## config.mk

```make
export PLATFORM = sky130hd
export DESIGN_NAME = pcie_dma_mwr_req_arb
export DESIGN_NICKNAME = d
export VERILOG_FILES = /design/src/rtl/pcie_dma_mwr_arb_pkg.sv /design/src/rtl/pcie_dma_rr_pick.sv /design/src/rtl/pcie_dma_mwr_req_arb.sv
export SDC_FILE = /design/constraint.sdc
export NUM_CORES = 1
export LEC_CHECK = 0
export ABC_AREA = 1
export BUFFER_PORTS_ARGS = -buffer_cell sky130_fd_sc_hd__buf_2
export CORE_AREA = 2 2 218 220
export CTS_CLUSTER_SIZE = 28
export DETAILED_ROUTE_END_ITERATION = 8
export DIE_AREA = 0 0 220 222
export GPL_TIMING_DRIVEN = 0
export PLACE_DENSITY = 0.59
export REMOVE_ABC_BUFFERS = 1
export SYNTH_ARGS = -nofsm -noshare
export SYNTH_HDL_FRONTEND = slang
export SYNTH_SLANG_ARGS = --single-unit
```

## constraint.sdc

```tcl
create_clock -name clk -period 5.1 [get_ports clk]
set_clock_uncertainty 0.15 [all_clocks]
set_input_delay 0 -clock clk [delete_from_list [all_inputs] [get_ports clk]]
set_output_delay 0 -clock clk [all_outputs]
set_load 0.02 [all_outputs]
```

## src/rtl/pcie_dma_mwr_arb_pkg.sv

```systemverilog
// rtl/pcie_dma_mwr_arb_pkg.sv - shared widths and FSM encoding for the MWr request arbiter
package pcie_dma_mwr_arb_pkg;

    localparam int LEN_W  = 10;
    localparam int ADDR_W = 64;
    localparam int DATA_W = 32;

    localparam logic [1:0] IDLE  = 2'd0;
    localparam logic [1:0] ISSUE = 2'd1;
    localparam logic [1:0] RUN   = 2'd2;

    typedef enum logic [1:0] {
        ST_IDLE  = IDLE,
        ST_ISSUE = ISSUE,
        ST_RUN   = RUN
    } arb_state_e;

endpackage

```

## src/rtl/pcie_dma_rr_pick.sv

```systemverilog
// rtl/pcie_dma_rr_pick.sv - combinational round-robin picker, lowest index at or after ptr
module pcie_dma_rr_pick #(
    parameter int NUM_CH = 4,
    parameter int IDX_W  = $clog2(NUM_CH)
) (
    input  logic [NUM_CH-1:0] req_i,
    input  logic [IDX_W-1:0]  ptr_i,
    output logic [NUM_CH-1:0] grant_o,
    output logic [IDX_W-1:0]  idx_o,
    output logic              valid_o
);

    // Walk offsets from farthest to nearest so the nearest requester overwrites last.
    always_comb begin
        idx_o = '0;
        for (int i = NUM_CH - 1; i >= 0; i--) begin
            if (req_i[(int'(ptr_i) + i) % NUM_CH]) begin
                idx_o = IDX_W'((int'(ptr_i) + i) % NUM_CH);
            end
        end
        valid_o = |req_i;
        grant_o = valid_o ? (NUM_CH'(1) << idx_o) : '0;
    end

endmodule

```

## src/rtl/pcie_dma_mwr_req_arb.sv

```systemverilog
// rtl/pcie_dma_mwr_req_arb.sv - round-robin sequencer sharing the MWr TX engine among DMA channels
module pcie_dma_mwr_req_arb
    import pcie_dma_mwr_arb_pkg::*;
#(
    parameter int NUM_CH  = 4,
    parameter int TMO_CYC = 4095
) (
    input  logic                     clk,
    input  logic                     rst,
    input  logic [NUM_CH-1:0]        i_ch_req,
    input  logic [NUM_CH-1:0]        i_ch_is64,
    input  logic [NUM_CH-1:0]        i_ch_udf,
    input  logic [NUM_CH*LEN_W-1:0]  i_ch_len,
    input  logic [NUM_CH*ADDR_W-1:0] i_ch_addr,
    input  logic [NUM_CH*DATA_W-1:0] i_ch_data,
    output logic [NUM_CH-1:0]        o_ch_ack,
    output logic [NUM_CH-1:0]        o_ch_done,
    output logic [NUM_CH-1:0]        o_ch_err,
    output logic                     o_mwr32_req,
    output logic                     o_mwr64_req,
    input  logic                     i_mwr32_req_ack,
    input  logic                     i_mwr64_req_ack,
    output logic [LEN_W-1:0]         o_req_length,
    output logic [ADDR_W-1:0]        o_req_addr,
    output logic [DATA_W-1:0]        o_req_data,
    output logic                     o_user_define_data_flag,
    input  logic                     i_mwr_tx_busy,
    output logic                     o_arb_busy
);

    localparam int IDX_W = $clog2(NUM_CH);

    arb_state_e          state_q, state_d;
    logic [IDX_W-1:0]    rr_q, rr_d, g_q, g_d;
    logic                is64_q, is64_d, udf_q, udf_d, seen_q, seen_d;
    logic                m32_q, m32_d, m64_q, m64_d;
    logic [LEN_W-1:0]    len_q, len_d;
    logic [ADDR_W-1:0]   addr_q, addr_d;
    logic [DATA_W-1:0]   data_q, data_d;
    logic [NUM_CH-1:0]   ack_q, ack_d, done_q, done_d, err_q, err_d;
    logic [15:0]         wdog_q, wdog_d;
    logic [NUM_CH-1:0]   pick_grant, g_onehot;
    logic [IDX_W-1:0]    pick_idx;
    logic                pick_valid, eng_ack;

    pcie_dma_rr_pick #(.NUM_CH(NUM_CH), .IDX_W(IDX_W)) u_pick (
        .req_i   (i_ch_req),
        .ptr_i   (rr_q),
        .grant_o (pick_grant),
        .idx_o   (pick_idx),
        .valid_o (pick_valid)
    );

    assign g_onehot = NUM_CH'(1) << g_q;
    // Only the ack matching the latched width counts; the other one is ignored.
    assign eng_ack  = is64_q ? i_mwr64_req_ack : i_mwr32_req_ack;

    always_comb begin
        state_d = state_q;
        rr_d    = rr_q;
        g_d     = g_q;
        is64_d  = is64_q;
        udf_d   = udf_q;
        len_d   = len_q;
        addr_d  = addr_q;
        data_d  = data_q;
        m32_d   = m32_q;
        m64_d   = m64_q;
        seen_d  = seen_q;
        wdog_d  = wdog_q;
        ack_d   = '0;
        done_d  = '0;
        err_d   = '0;
        case (state_q)
            ST_IDLE: begin
                if (pick_valid) begin
                    g_d     = pick_idx;
                    rr_d    = (pick_idx == IDX_W'(NUM_CH - 1)) ? '0 : pick_idx + 1'b1;
                    is64_d  = i_ch_is64[pick_idx];
                    udf_d   = i_ch_udf[pick_idx];
                    len_d   = i_ch_len[pick_idx*LEN_W +: LEN_W];
                    addr_d  = i_ch_addr[pick_idx*ADDR_W +: ADDR_W];
                    data_d  = i_ch_data[pick_idx*DATA_W +: DATA_W];
                    m64_d   = i_ch_is64[pick_idx];
                    m32_d   = !i_ch_is64[pick_idx];
                    ack_d   = pick_grant;
                    wdog_d  = '0;
                    state_d = ST_ISSUE;
                end
            end
            ST_ISSUE: begin
                wdog_d = wdog_q + 16'd1;
                if (eng_ack) begin
                    m32_d   = 1'b0;
                    m64_d   = 1'b0;
                    seen_d  = 1'b0;
                    state_d = ST_RUN;
                end else if (wdog_d == 16'(TMO_CYC)) begin
                    m32_d   = 1'b0;
                    m64_d   = 1'b0;
                    err_d   = g_onehot;
                    state_d = ST_IDLE;
                end
            end
            ST_RUN: begin
                // Busy may still be low on RUN entry; completion needs a high-then-low.
                wdog_d = wdog_q + 16'd1;
                seen_d = seen_q | i_mwr_tx_busy;
                if (seen_q && !i_mwr_tx_busy) begin
                    done_d  = g_onehot;
                    state_d = ST_IDLE;
                end else if (wdog_d == 16'(TMO_CYC)) begin
                    err_d   = g_onehot;
                    state_d = ST_IDLE;
                end
            end
            default: state_d = ST_IDLE;
        endcase
    end

    always_ff @(posedge clk or posedge rst) begin
        if (rst) begin
            state_q <= ST_IDLE;
            rr_q    <= '0;
            g_q     <= '0;
            is64_q  <= 1'b0;
            udf_q   <= 1'b0;
            len_q   <= '0;
            addr_q  <= '0;
            data_q  <= '0;
            m32_q   <= 1'b0;
            m64_q   <= 1'b0;
            seen_q  <= 1'b0;
            wdog_q  <= '0;
            ack_q   <= '0;
            done_q  <= '0;
            err_q   <= '0;
        end else begin
            state_q <= state_d;
            rr_q    <= rr_d;
            g_q     <= g_d;
            is64_q  <= is64_d;
            udf_q   <= udf_d;
            len_q   <= len_d;
            addr_q  <= addr_d;
            data_q  <= data_d;
            m32_q   <= m32_d;
            m64_q   <= m64_d;
            seen_q  <= seen_d;
            wdog_q  <= wdog_d;
            ack_q   <= ack_d;
            done_q  <= done_d;
            err_q   <= err_d;
        end
    end

    assign o_ch_ack                = ack_q;
    assign o_ch_done               = done_q;
    assign o_ch_err                = err_q;
    assign o_mwr32_req             = m32_q;
    assign o_mwr64_req             = m64_q;
    assign o_req_length            = len_q;
    assign o_req_addr              = addr_q;
    assign o_req_data              = data_q;
    assign o_user_define_data_flag = udf_q;
    assign o_arb_busy              = (state_q != ST_IDLE);

endmodule

```

* Yosys cells after proc, flatten, opt, wreduce, memory -nomap -nowiden
Cells that the tools add are included.
** Storage, ports and cells
- Register bits after elaboration :: 145
- Input port bits :: 441
- Output and inout bits :: 122
- Word-level logic and storage cells :: 103
** Cells by class
- Add/subtract/negate cells :: 5
- Multipliers :: 1
- Order comparisons :: 5
- Equal/unequal tests :: 7
- Shifts and indexed selects :: 5
- Mux-type cells :: 44
- Bitwise operators :: 4
- Reduce and logical (&&, ||, !) cells :: 17
** Operator list (count)
- 256-bit by 9-bit variable part select with 64-bit output :: 1
- 128-bit by 8-bit variable part select with 32-bit output :: 1
- 40-bit by 7-bit variable part select with 10-bit output :: 1
- 16-bit one-hot mux with 2 select lines :: 1
- 4-bit two-way mux :: 7
- 2-bit two-way mux :: 9
- 16-bit by 1-bit adder with 16-bit output (second input constant) :: 1
- 16-bit by 12-bit equality test with 1-bit output (second input constant) :: 1
- 16-bit two-way mux :: 1
- 1-bit two-way mux :: 15
- 1-bit binary-select mux with 2-bit select :: 6
- 3-bit by 4-bit < comparator with 1-bit output (second input constant) :: 3
- 4-bit one-hot mux with 2 select lines :: 1
- 2-bit nonzero test :: 4
- 2-bit OR reduction :: 4
- 1-bit by 2-bit << shifter with 4-bit output (first input constant) :: 2
- 2-bit by 3-bit < comparator with 1-bit output (second input constant) :: 2
- 1-bit one-hot mux with 2 select lines :: 3
- 2-bit one-hot mux with 3 select lines :: 1
- 2-bit AND reduction :: 3
- 2-bit by 3-bit multiplier with 5-bit output (second input constant) :: 1
- 2-bit by 1-bit adder with 2-bit output (second input constant) :: 2
- 2-bit adder (second input constant) :: 2
- 2-bit equality test (second input constant) :: 2
- other kinds (10) :: 14

* Logic depth before layout (Yosys ltp)
- Word-level depth :: 15
- Depth in mapped cells :: 18
- Depth with buffers taken out :: 14

* Hierarchy
A second synthesis with hierarchy kept.
** Unflattened totals
- Cells, all modules :: 1390
- Area, all modules :: 9155.0 sq um
** Modules (own cells, without submodules)
- pcie_dma_mwr_req_arb :: instances 1, cells each 1324, area an instance 8873.5 sq um, seq. area each 3628.5 sq um
- pcie_dma_rr_pick :: instances 1, cells each 66, area an instance 281.5 sq um, seq. area each 0.0 sq um

* Least setup slack after synthesis
Ideal clock, no wire load.
- Kind :: register -> register
- From :: register rr_q[0]
- To :: register rr_q[1]
- Setup time :: 0.083 ns
- Arrival time :: 1.911 ns
- Required time :: 4.867 ns
- Setup slack :: 2.956 ns
- Stages on the path, launching flop included :: 15
- Path buffers :: 2
- Clock period less this slack :: 2.144 ns
- Cells stage by stage :: dfrtp_1 buf_4 inv_4 nand2_1 nand2_1 nand2_1 nand2_1 inv_2 nand3_1 nand2_1 nand2_1 buf_2 clkinv_1 ha_1 o21ai_0
** On the way
- Longest elaborated chain between the ends :: 10
- Elaborated cells on any way between the ends :: 21
- Those cells by class :: add/sub: 4; eq/ne: 1; mux: 16
** RTL lines
- start: declaration :: line pcie_dma_mwr_req_arb.sv:34 : logic [IDX_W-1:0] rr_q, rr_d, g_q, g_d;
- start signal: assignment :: line pcie_dma_mwr_req_arb.sv:140 : rr_q <= rr_d;
- 2-bit adder :: line pcie_dma_rr_pick.sv:17, pcie_dma_rr_pick.sv:18
- 1-bit binary-select mux with 2-bit select :: line pcie_dma_rr_pick.sv:17 : if (req_i[(int'(ptr_i) + i) % NUM_CH]) begin
- 1-bit two-way mux (implied by the code) (2 in series) :: line pcie_dma_rr_pick.sv:17
- 2-bit two-way mux (3 in series) :: line pcie_dma_rr_pick.sv:17
- 2-bit two-way mux (*) :: line pcie_dma_rr_pick.sv:17
- 2-bit by 1-bit adder with 2-bit output / 2-bit equality test (equally long branches) :: line pcie_dma_mwr_req_arb.sv:78 : rr_d = (pick_idx == IDX_W'(NUM_CH - 1)) ? '0 : pick_idx + 1'b1;
- 2-bit two-way mux (*) :: line pcie_dma_mwr_req_arb.sv:78
Every way passes the cells marked *; elsewhere a longest branch is shown, timed or not. The select of a mux whose other input is x is not followed.
A chain may end at the register's enable or synchronous reset.

* Worst setup path after layout
- From :: register rr_q[0]
- To :: register m64_q, in the netlist o_mwr64_req
** On the way
- Longest elaborated chain between the ends :: 12
- Elaborated cells on any way between the ends :: 22
- Those cells by class :: add/sub: 3; mux: 19
** RTL lines
- 2-bit adder :: line pcie_dma_rr_pick.sv:17, pcie_dma_rr_pick.sv:18
- 1-bit binary-select mux with 2-bit select :: line pcie_dma_rr_pick.sv:17
- 1-bit two-way mux (implied by the code) (2 in series) :: line pcie_dma_rr_pick.sv:17
- 2-bit two-way mux (3 in series) :: line pcie_dma_rr_pick.sv:17
- 2-bit two-way mux (*) :: line pcie_dma_rr_pick.sv:17
- 1-bit binary-select mux with 2-bit select (*) :: line pcie_dma_mwr_req_arb.sv:84 : m64_d = i_ch_is64[pick_idx];
- 1-bit two-way mux (implied by the code) (*) :: line pcie_dma_mwr_req_arb.sv:84
- 1-bit two-way mux (*) :: line pcie_dma_mwr_req_arb.sv:76 : if (pick_valid) begin
- 1-bit one-hot mux with 2 select lines (*) :: line pcie_dma_mwr_req_arb.sv:74 : case (state_q)
- end signal: assignment :: line pcie_dma_mwr_req_arb.sv:148 : m64_q <= m64_d;
- end: declaration :: line pcie_dma_mwr_req_arb.sv:36 : logic m32_q, m32_d, m64_q, m64_d;
Marks and branches as above.

==> results_dict.tcl <==
set metrics [dict create \
    ctsResizeCount 0 \
    crit_arrival_ns 4.81 \
    critPathLaunchType "register" \
    synth_cell_type_count 26 \
    ant_nets 0 \
    vias 14840 \
    cts-hold-fix-buffers 337 \
    finalNetCount 3080 \
    die_h_um 222 \
    first_pass_iters 6 \
    cts_max_level 4 \
    start_util 0.2447 \
    min_path_type "input port to async pin" \
    worstReg2RegStart "rr_q[0]$_DFFE_PP0P_" \
    cp-startpoint "rr_q[0]$_DFFE_PP0P_" \
    viasPerCell 4.569 \
    hold_viol 0 \
    dp_cells 2880 \
    fin_cells 3248 \
    portBuffers 562 \
    p_per_area_nw_per_um2 783.1 \
    max_cap_violations 0 \
    cts_tree "built" \
    netlist_area_um2 11320 \
    peakVddDrop_v 0.0009937 \
    worstSkewPairLatency_ns 0.43 \
    rows 79 \
    yosys_warnings 0 \
    drt_wl_total_um 44150 \
    grt.total_usage 0.1755 \
    overflow 0 \
    post-cts-setup-buffers 0 \
    rsz0062_at_grt "no" \
    critPathCaptureType "register" \
    first_iter_violations 918 \
    drc_errors 0 \
    dieArea_um2 48840 \
    worst_pin_slew_ns 0.9462 \
    ios 563 \
    drive_gt1_frac 0.2332 \
    seq_area_frac_synth 0.3206 \
    antenna_found_initial 0 \
    final_util 0.4037 \
    antenna_cells 0 \
    p_total_mw 14.62 \
    grt_pass1_vias 14720 \
    gp_congestion 0.8370 \
    critical_path_class "register to register" \
    cp.required_ns 5.26 \
    root_buffer "clkbuf_16" \
    numCtsBuffers 17 \
    clockBufferDepth 2 \
    yosysTopAreaCell "dfrtp_1" \
    core-area_um2 46260 \
    yosysTopAreaCellShare 0.3206 \
    rr_worst_depth 17 \
    power_leakage_nw 10.33 \
    r2r-end "o_mwr64_req$_DFFE_PP0P_" \
    period_minus_slack_ns 4.653 \
    setup_violations 0 \
    holdWs_ns 0.05364 \
    clkTransAtPathRegs_ns 0.06 \
    wire_per_inst_um 13.59 \
    netlist_top_cells_area "dfrtp_1 32%, nand2_1 25%, nand3b_1 14%, nand3_1 11%, inv_1 8.4%" \
    fin_crit_sh 0.9124 \
    cp-endpoint "o_mwr64_req$_DFFE_PP0P_" \
    syn_to_final_growth_pct 64.98 \
    drv_slew 0 \
    grt_pass1_wl_um 69660 \
    syn_area_per_cell_um2 6.226 \
    slew_headroom 0.3677 \
    cts.sink_count 145 \
    status "finished, final reports clean" \
    syn_inst 1818 \
    fin_tns_setup_ns 0 \
    grt_max_degree 100 \
    critPathMaxFanout 81 \
    die_w_um 220 \
    ys_ff_latch 145 \
    timing.fmax_mhz 214.9 \
    hpwl_um 30270 \
    regToRegSetupSlack_ns 0.45 \
]
-- worst max-delay path, stage by stage, from the launching register on --
cell	delay (ns)
dfrtp_1	0.58
inv_4	0.08
nand2_1	0.09
nand2_1	0.08
nand2_1	0.11
nand2_1	0.09
inv_2	0.08
nand3_1	0.11
nand2_4	0.35
buf_16	0.30
nand2_4	0.32
nand2_1	0.13
nand3_1	0.08
dlygate4sd3_1	0.64
nand3_1	0.08
dlygate4sd3_1	0.55
nand2_1	0.06
dlygate4sd3_1	0.56
-- registers in the layout, summed over array words and instances, names as in the netlist --
signal and cells:
o_req_addr 64, o_req_data 32, wdog_q 16, o_req_length 10
o_ch_ack 4, o_ch_done 4, o_ch_err 4, g_q 2
rr_q 2, state_q 2, is64_q 1, o_mwr32_req 1
o_mwr64_req 1, o_user_define_data_flag 1, seen_q 1
-- worst min path at each step --
stage             startpoint                          to  slack, ns  cells after the start
2_1_floorplan  i_mwr_tx_busy          seen_q$_DFFE_PP0P_      -0.01                      2
3_3_place_gp   i_mwr_tx_busy          seen_q$_DFFE_PP0P_       0.13                      3
3_5_place_dp             rst  o_req_data[14]$_DFFE_PP0P_     -0.004                      2
4_1_cts                  rst  o_req_data[14]$_DFFE_PP0P_       0.07                      3
5_1_grt                  rst   o_req_data[0]$_DFFE_PP0P_       0.12                      3
6_report                 rst  o_req_data[14]$_DFFE_PP0P_       0.05                      3
-- metrics by stage --
stage | worst slack [ns] | cell area (um^2)
2_1_floorplan | -5.371 | 10720
3_3_place_gp | -10.59 | 14290
3_5_place_dp | 1.538 | 14650
4_1_cts | 0.5161 | 18670
5_1_grt | 0.2079 | 18670
6_report | 0.4466 | 18670
-- logic make-up after synthesis --
group,synth area share
and+or+nand+nor,0.5128
buffers and inverters,0.1392
DFF,0.3206
AOI/OAI and AO/OA,0.01404
adders and majority gates,0.01105
xor gates and xnor gates,0.002322
-- power by group --
part	switching [mW]	total, mW	internal [mW]
Clock	0.527	1.41	0.882
Sequential	0.267	1.94	1.68
Combinational	6.04	11.3	5.23
Total	6.84	14.6	7.79
-- area by class of cell --
cell class,count,area [um^2]
sequential,145,3628
fill,4681,27590
multi-input combinational,1295,6150
timing repair buffer,911,6501
tap,607,759.5
clock buffer,19,442.9
inverter,259,984.7
clock inverter,12,206.4
-- metal layers --
layer  GRT usage  share of wire
met5           0              0
met4     0.09591          0.049
met3     0.03402          0.064
met2      0.3168           0.50
met1      0.1907           0.39
-- Yosys cell counts --
library cell    n
nand2_1       761
inv_1         252
nand3_1       245
nand3b_1      207
dfrtp_1       145
buf_2          72
clkbuf_1       30
nor2_1         30
o21ai_0        17
buf_4          11
ha_1           10
o22ai_1         7
nor3_1          6
inv_2           5
buf_1           3
buf_6           3
xor2_1          3
a21oi_1         2
nand4_1         2
clkinv_1        1
inv_4           1
nand2_2         1
nor4_1          1
o21a_1          1
o21ai_1         1
o21bai_1        1
-- layout by cell type (no fill, tap or decap), types with 2 or more instances in the layout --
cell,n
dfrtp_1,145
inv_6,2
clkbuf_16,17
xor2_1,3
inv_1,251
dlygate4sd3_1,337
o22ai_1,7
buf_12,2
nand2_4,4
buf_16,10
o21ai_0,17
nor2_1,29
nand4_1,2
ha_1,10
a21oi_1,2
nand3b_1,207
nor3_1,6
inv_2,3
clkinv_4,4
buf_2,562
nand3_1,245
bufinv_16,5
inv_4,3
nand2_1,758
(Power assumes the default switching activity.)
